==> src/rtl/clk_pkg.sv <==
// Shared definitions for the reset sequencer.
//   state_t / St*  : sequencer FSM encoding (WAIT, QUAL, REL, RUN)
//   LOSS_CNT_W     : width of the lock-loss event counter
//   max_u()        : helper used to size the shared qualification/gap counter
package clk_pkg;

  localparam int unsigned LOSS_CNT_W = 8;

  typedef logic [1:0] state_t;

  localparam state_t StWait = 2'd0;
  localparam state_t StQual = 2'd1;
  localparam state_t StRel  = 2'd2;
  localparam state_t StRun  = 2'd3;

  function automatic int unsigned max_u(input int unsigned a, input int unsigned b);
    return (a > b) ? a : b;
  endfunction

endpackage

==> src/rtl/sync_bit.sv <==
// Single-bit multi-flop synchroniser with asynchronous active-high reset.
//   STAGES  : number of flops (2 or more)
//   RST_VAL : value every flop takes while rst_i is high
// Ports:
//   clk_i : destination clock
//   rst_i : asynchronous reset, active-high
//   d_i   : asynchronous input bit
//   q_o   : synchronised output (last flop)
module sync_bit #(
  parameter int unsigned STAGES  = 2,
  parameter logic        RST_VAL = 1'b0
) (
  input  logic clk_i,
  input  logic rst_i,
  input  logic d_i,
  output logic q_o
);

  logic [STAGES-1:0] sync_q;

  always_ff @(posedge clk_i or posedge rst_i) begin
    if (rst_i) begin
      sync_q <= {STAGES{RST_VAL}};
    end else begin
      sync_q <= {sync_q[STAGES-2:0], d_i};
    end
  end

  assign q_o = sync_q[STAGES-1];

endmodule

==> src/rtl/rst_seq.sv <==
// PLL-lock qualified, staged reset-release sequencer.
// Waits for a synchronised PLL lock to stay high for LOCK_CYCLES cycles, then releases
// NUM_OUT active-low reset domains one at a time, STAGE_GAP cycles apart, and finally
// raises ready_o. Any lock loss after release drops every domain back into reset.
// Optional lock-loss statistics counter enabled by the RST_SEQ_STAT_EN macro; without it
// loss_cnt_o is tied to 0 and stat_clr_i is ignored.
// Ports:
//   clk_i      : PLL output clock (only clock)
//   rst_i      : asynchronous active-high reset
//   lock_i     : PLL LOCKED, asynchronous to clk_i
//   stat_clr_i : synchronous clear of the loss counter
//   rst_n_o    : per-domain active-low resets, bit 0 released first
//   ready_o    : all domains released and lock stable
//   loss_cnt_o : saturating lock-loss event count
module rst_seq
  import clk_pkg::*;
#(
  parameter int unsigned SYNC_STAGES = 2,
  parameter int unsigned LOCK_CYCLES = 1024,
  parameter int unsigned NUM_OUT     = 4,
  parameter int unsigned STAGE_GAP   = 16
) (
  input  logic                  clk_i,
  input  logic                  rst_i,
  input  logic                  lock_i,
  input  logic                  stat_clr_i,
  output logic [NUM_OUT-1:0]    rst_n_o,
  output logic                  ready_o,
  output logic [LOSS_CNT_W-1:0] loss_cnt_o
);

  localparam int unsigned CNT_W = $clog2(max_u(LOCK_CYCLES, STAGE_GAP)) + 1;

  localparam logic [CNT_W-1:0] QualLast = CNT_W'(LOCK_CYCLES - 1);
  localparam logic [CNT_W-1:0] GapLast  = CNT_W'(STAGE_GAP - 1);

  logic lock_s;

  sync_bit #(
    .STAGES  (SYNC_STAGES),
    .RST_VAL (1'b0)
  ) u_lock_sync (
    .clk_i (clk_i),
    .rst_i (rst_i),
    .d_i   (lock_i),
    .q_o   (lock_s)
  );

  state_t             state_q, state_d;
  logic [CNT_W-1:0]   cnt_q, cnt_d;
  logic [NUM_OUT-1:0] rst_n_q, rst_n_d;
  logic               ready_q, ready_d;
  logic               loss_evt;

  always_comb begin
    state_d  = state_q;
    cnt_d    = cnt_q;
    rst_n_d  = rst_n_q;
    ready_d  = ready_q;
    loss_evt = 1'b0;

    case (state_q)
      StWait: begin
        rst_n_d = '0;
        ready_d = 1'b0;
        cnt_d   = '0;
        if (lock_s) begin
          state_d = StQual;
        end
      end

      StQual: begin
        if (!lock_s) begin
          state_d = StWait;
          cnt_d   = '0;
        end else if (cnt_q == QualLast) begin
          state_d = StRel;
          cnt_d   = '0;
        end else begin
          cnt_d = cnt_q + CNT_W'(1);
        end
      end

      StRel: begin
        if (!lock_s) begin
          state_d  = StWait;
          cnt_d    = '0;
          rst_n_d  = '0;
          ready_d  = 1'b0;
          loss_evt = 1'b1;
        end else begin
          cnt_d = (cnt_q == GapLast) ? '0 : cnt_q + CNT_W'(1);
          // cnt_q == 0 marks a release slot: the first cycle after REL entry, then every
          // STAGE_GAP cycles. Once every domain is out, the next slot enters RUN.
          if (cnt_q == '0) begin
            if (&rst_n_q) begin
              state_d = StRun;
              ready_d = 1'b1;
              cnt_d   = '0;
            end else begin
              // Shift a 1 in from bit 0 so domain k can never precede domain k-1.
              rst_n_d[0] = 1'b1;
              for (int k = 1; k < int'(NUM_OUT); k++) begin
                rst_n_d[k] = rst_n_q[k-1];
              end
            end
          end
        end
      end

      StRun: begin
        if (!lock_s) begin
          state_d  = StWait;
          cnt_d    = '0;
          rst_n_d  = '0;
          ready_d  = 1'b0;
          loss_evt = 1'b1;
        end
      end

      default: begin
        state_d = StWait;
        cnt_d   = '0;
        rst_n_d = '0;
        ready_d = 1'b0;
      end
    endcase
  end

  // Asynchronous reset forces every domain low straight away, without waiting for a clock.
  always_ff @(posedge clk_i or posedge rst_i) begin
    if (rst_i) begin
      state_q <= StWait;
      cnt_q   <= '0;
      rst_n_q <= '0;
      ready_q <= 1'b0;
    end else begin
      state_q <= state_d;
      cnt_q   <= cnt_d;
      rst_n_q <= rst_n_d;
      ready_q <= ready_d;
    end
  end

  assign rst_n_o = rst_n_q;
  assign ready_o = ready_q;

`ifdef RST_SEQ_STAT_EN
  logic [LOSS_CNT_W-1:0] loss_q, loss_d;

  // Clear has priority over a coincident loss event; the count sticks at all-ones.
  always_comb begin
    loss_d = loss_q;
    if (stat_clr_i) begin
      loss_d = '0;
    end else if (loss_evt && (loss_q != '1)) begin
      loss_d = loss_q + LOSS_CNT_W'(1);
    end
  end

  always_ff @(posedge clk_i or posedge rst_i) begin
    if (rst_i) begin
      loss_q <= '0;
    end else begin
      loss_q <= loss_d;
    end
  end

  assign loss_cnt_o = loss_q;
`else
  logic unused_stat;
  assign unused_stat = stat_clr_i ^ loss_evt;
  assign loss_cnt_o  = '0;
`endif

endmodule

==> config.mk <==
export PLATFORM = sky130hd
export DESIGN_NAME = rst_seq
export DESIGN_NICKNAME = d
export VERILOG_FILES = /design/src/rtl/clk_pkg.sv /design/src/rtl/sync_bit.sv /design/src/rtl/rst_seq.sv
export SDC_FILE = /design/constraint.sdc
export NUM_CORES = 1
export LEC_CHECK = 0
export ABC_AREA = 1
export CAP_MARGIN = 20
export CELL_PAD_IN_SITES_DETAIL_PLACEMENT = 0
export CELL_PAD_IN_SITES_GLOBAL_PLACEMENT = 1
export CORE_MARGIN = 2
export CORE_UTILIZATION = 42
export DETAILED_ROUTE_END_ITERATION = 8
export GPL_TIMING_DRIVEN = 1
export PLACE_DENSITY_LB_ADDON = 0.1
export SKIP_LAST_GASP = 1
export SLEW_MARGIN = 40
export SYNTH_ARGS = -nofsm -noshare
export SYNTH_HDL_FRONTEND = slang
export SYNTH_SLANG_ARGS = --single-unit
==> constraint.sdc <==
create_clock -name clk_i -period 4.2 [get_ports clk_i]
set_input_delay 1.26 -clock clk_i [delete_from_list [all_inputs] [get_ports clk_i]]
set_output_delay 1.26 -clock clk_i [all_outputs]
set_load 0.02 [all_outputs]
==> results.json <==
{
  "antenna_cells": 0,
  "cts-root-buf": "clkbuf_4",
  "nets": 203,
  "met1_usage_pct": 23.6,
  "hp-start": "u_lock_sync.sync_q[0]",
  "cts_buffers": 3,
  "crit_chain": "clkdlybuf4s50_1",
  "hold_viol": 0,
  "hold_path_end": "u_lock_sync.sync_q[1]",
  "via_count": 1105,
  "dpl_worst_slack_ps": 1900,
  "synth_top_cell_area_share_pct": 38.1,
  "cts_tree": "yes",
  "holdPathStages": 0,
  "initial_core_util_pct": 43.8,
  "syn-cell-area_um2": 1320,
  "status": "finished clean",
  "slowest_delay_ps": 620,
  "drt-pass1-iter-count": 4,
  "cap_violations": 0,
  "dieHeight_um": 60.0,
  "wl_per_cell_um": 11.4,
  "area_delta_synth_final_pct": 9.61,
  "cp-start-kind": "register",
  "clkTransAtPathRegs_ps": 130,
  "drv_slew": 0,
  "ys_ff_latch": 20,
  "h-tree-depth": 1,
  "r2r-start": "state_q[0]",
  "ios": 17,
  "gr-max-usage-layer": "met1",
  "ys_warn_count": 0,
  "critPathRequiredTime_ps": 2940,
  "min_path_type": "reg2reg",
  "cts_setup_buffers": 0,
  "clkSinkCount": 20,
  "cp_num_buf_inv": 1,
  "seq_area_frac_synth_pct": 38.1,
  "power.density_nw_per_um2": 443,
  "finalSetupTns_ps": 0,
  "synth_cell_types": 24,
  "fin_crit_ps": 2600,
  "core_um2": 3000,
  "route.detailed.drc": 0,
  "worstPathMaxFanout": 4,
  "crit_slowest_cell": "clkdlybuf4s50_1",
  "synthCells": 182,
  "use_met2_pct": 22.8,
  "detail-route-antenna-nets": 0,
  "met3_usage_pct": 2.60,
  "fmax_mhz": 385,
  "die_w_um": 60.0,
  "die_area_um2": 3590,
  "io_buffers": 7,
  "syn_area_per_cell_um2": 7.23,
  "reg2reg_depth": 10,
  "r2r_slack_ps": 2570,
  "insertion_delay_ps": 310,
  "grt_antenna_before_repair": 0,
  "grt_max_degree": 21,
  "cp.arrival_ps": 1340,
  "vdd_drop_max_v": 0.000220,
  "setup_viol": 0,
  "setup_slack_ps": 1600,
  "finalCritPeriodShare_pct": 61.9,
  "drt_iter0_markers": 63,
  "vias_per_cell": 4.93,
  "grt_pass1_wl_um": 4260,
  "p_leak_uw": 0.000741,
  "endpoint_kind": "primary output",
  "grt_overflow": 0,
  "grt_usage_pct": 16.1,
  "ys_top_cells_by_area": "dfrtp_1, nand2_1, ha_1",
  "clk_path_buf_depth": 2,
  "place_congestion": 0.763,
  "std_cell_rows": 20,
  "postCtsHoldBufs": 0,
  "hpwl_um": 1880,
  "rsz0062_at_grt": "no",
  "cts_resized": 0,
  "finClkSkew_ps": 6.25,
  "totalWireLength_um": 2550,
  "crit_family": "buffers and inverters",
  "drive_above_1_share_pct": 9.95,
  "grt_pass1_vias": 956,
  "synth_area_leader_cell": "dfrtp_1",
  "timing_worst_setup_path_type": "reg2out",
  "r2r_end": "rst_n_o[2]"
}
-- logic make-up (layout without fill, tap and decap cells) --
| family | Yosys count | after routing | share of synthesized area [%] |
|---|---|---|---|
| buffers and inverters | 24 | 26 | 9.13 |
| adders and majority gates | 7 | 7 | 6.66 |
| and+or+nand+nor | 118 | 118 | 40.9 |
| DFF | 20 | 20 | 38.1 |
| AOI/OAI and AO/OA | 12 | 12 | 4.95 |
| other | 1 | 8 | 0.285 |
-- worst max path at each step --
| stage | cells past startpoint | to | slack, ps | from |
|---|---|---|---|---|
| floorplan | 0 | rst_n_o[1] | 2490 | rst_n_o[1] |
| global placement | 2 | u_lock_sync.sync_q[0] | 1900 | rst_i |
| detailed placement | 2 | state_q[0] | 1900 | rst_i |
| CTS | 1 | rst_n_o[2] | 1590 | rst_n_o[2] |
| global route | 1 | rst_n_o[1] | 1520 | rst_n_o[1] |
| finish | 1 | rst_n_o[2] | 1600 | rst_n_o[2] |
-- placed cells by master (no fill, tap or decap) --
cell             Yosys  layout
a21oi_1              6       6
bufinv_16            0       1
clkbuf_4             0       3
clkdlybuf4s50_1      0       7
conb_1               1       8
dfrtp_1             20      20
ha_1                 7       7
inv_1               14      13
inv_2                1       2
nand2_1             68      68
nand2_2              2       2
nand2_4              1       1
nand3_1             10      10
nand3_2              5       5
nand3b_1             1       1
nand4_1              3       3
nor2_1              22      22
nor2_2               2       2
nor2_4               1       1
nor3b_1              1       1
nor3b_2              1       1
o21a_1               2       2
o21ai_0              3       3
o21ai_1              1       1
or2_2                1       1
-- cell usage after synthesis --
cell type,n
buf_4,8
inv_1,14
nor3b_1,1
o21ai_0,3
nand3b_1,1
clkbuf_1,1
o21a_1,2
nand4_1,3
or2_2,1
inv_2,1
dfrtp_1,20
nand2_2,2
nor2_4,1
a21oi_1,6
nor3b_2,1
nand2_4,1
nand2_1,68
nor2_1,22
nor2_2,2
nand3_2,5
ha_1,7
o21ai_1,1
nand3_1,10
conb_1,1
-- stage by stage --
step / hold slack [ps] / util, % / cells / power (uW) / cell area, um2
final: 373 / 48.0 / 224 / 638 / 1440
after global routing: 381 / 48.0 / 224 / 694 / 1440
after CTS: 376 / 48.0 / 224 / 648 / 1440
after detailed placement: 346 / 46.3 / 220 / 482 / 1390
after global placement: 338 / 46.3 / 220 / 477 / 1390
after floorplan: 331 / - / 189 / 427 / 1340
-- layout make-up --
| cell class | count | area, um2 |
|---|---|---|
| Clock buffer | 3 | 22.5 |
| Clock inverter | 1 | 30.0 |
| Fill cell | 318 | 1560 |
| Inverter | 15 | 56.3 |
| Multi-Input combinational cell | 145 | 721 |
| Sequential cell | 20 | 500 |
| Tap cell | 33 | 41.3 |
| Timing Repair Buffer | 7 | 70.1 |
-- registers in the layout (all words and copies together) (netlist names) --
register and flops:
rst_n_o 4, u_lock_sync.sync_q 2, ready_o 1, state_q 2, cnt_q 11
-- routing by layer --
metal / routed length, um / part of all wire [%]
met5: 0 / 0
met4: 23 / 0.90
met3: 82 / 3.2
met2: 1110 / 43
met1: 1340 / 52
-- power breakdown --
group / total [uW] / internal, uW / switching, uW
combinational: 251 / 77.4 / 174
clock: 163 / 96.4 / 66.5
sequential: 224 / 207 / 17.1
total: 638 / 381 / 257
(Power assumes the default switching activity.)
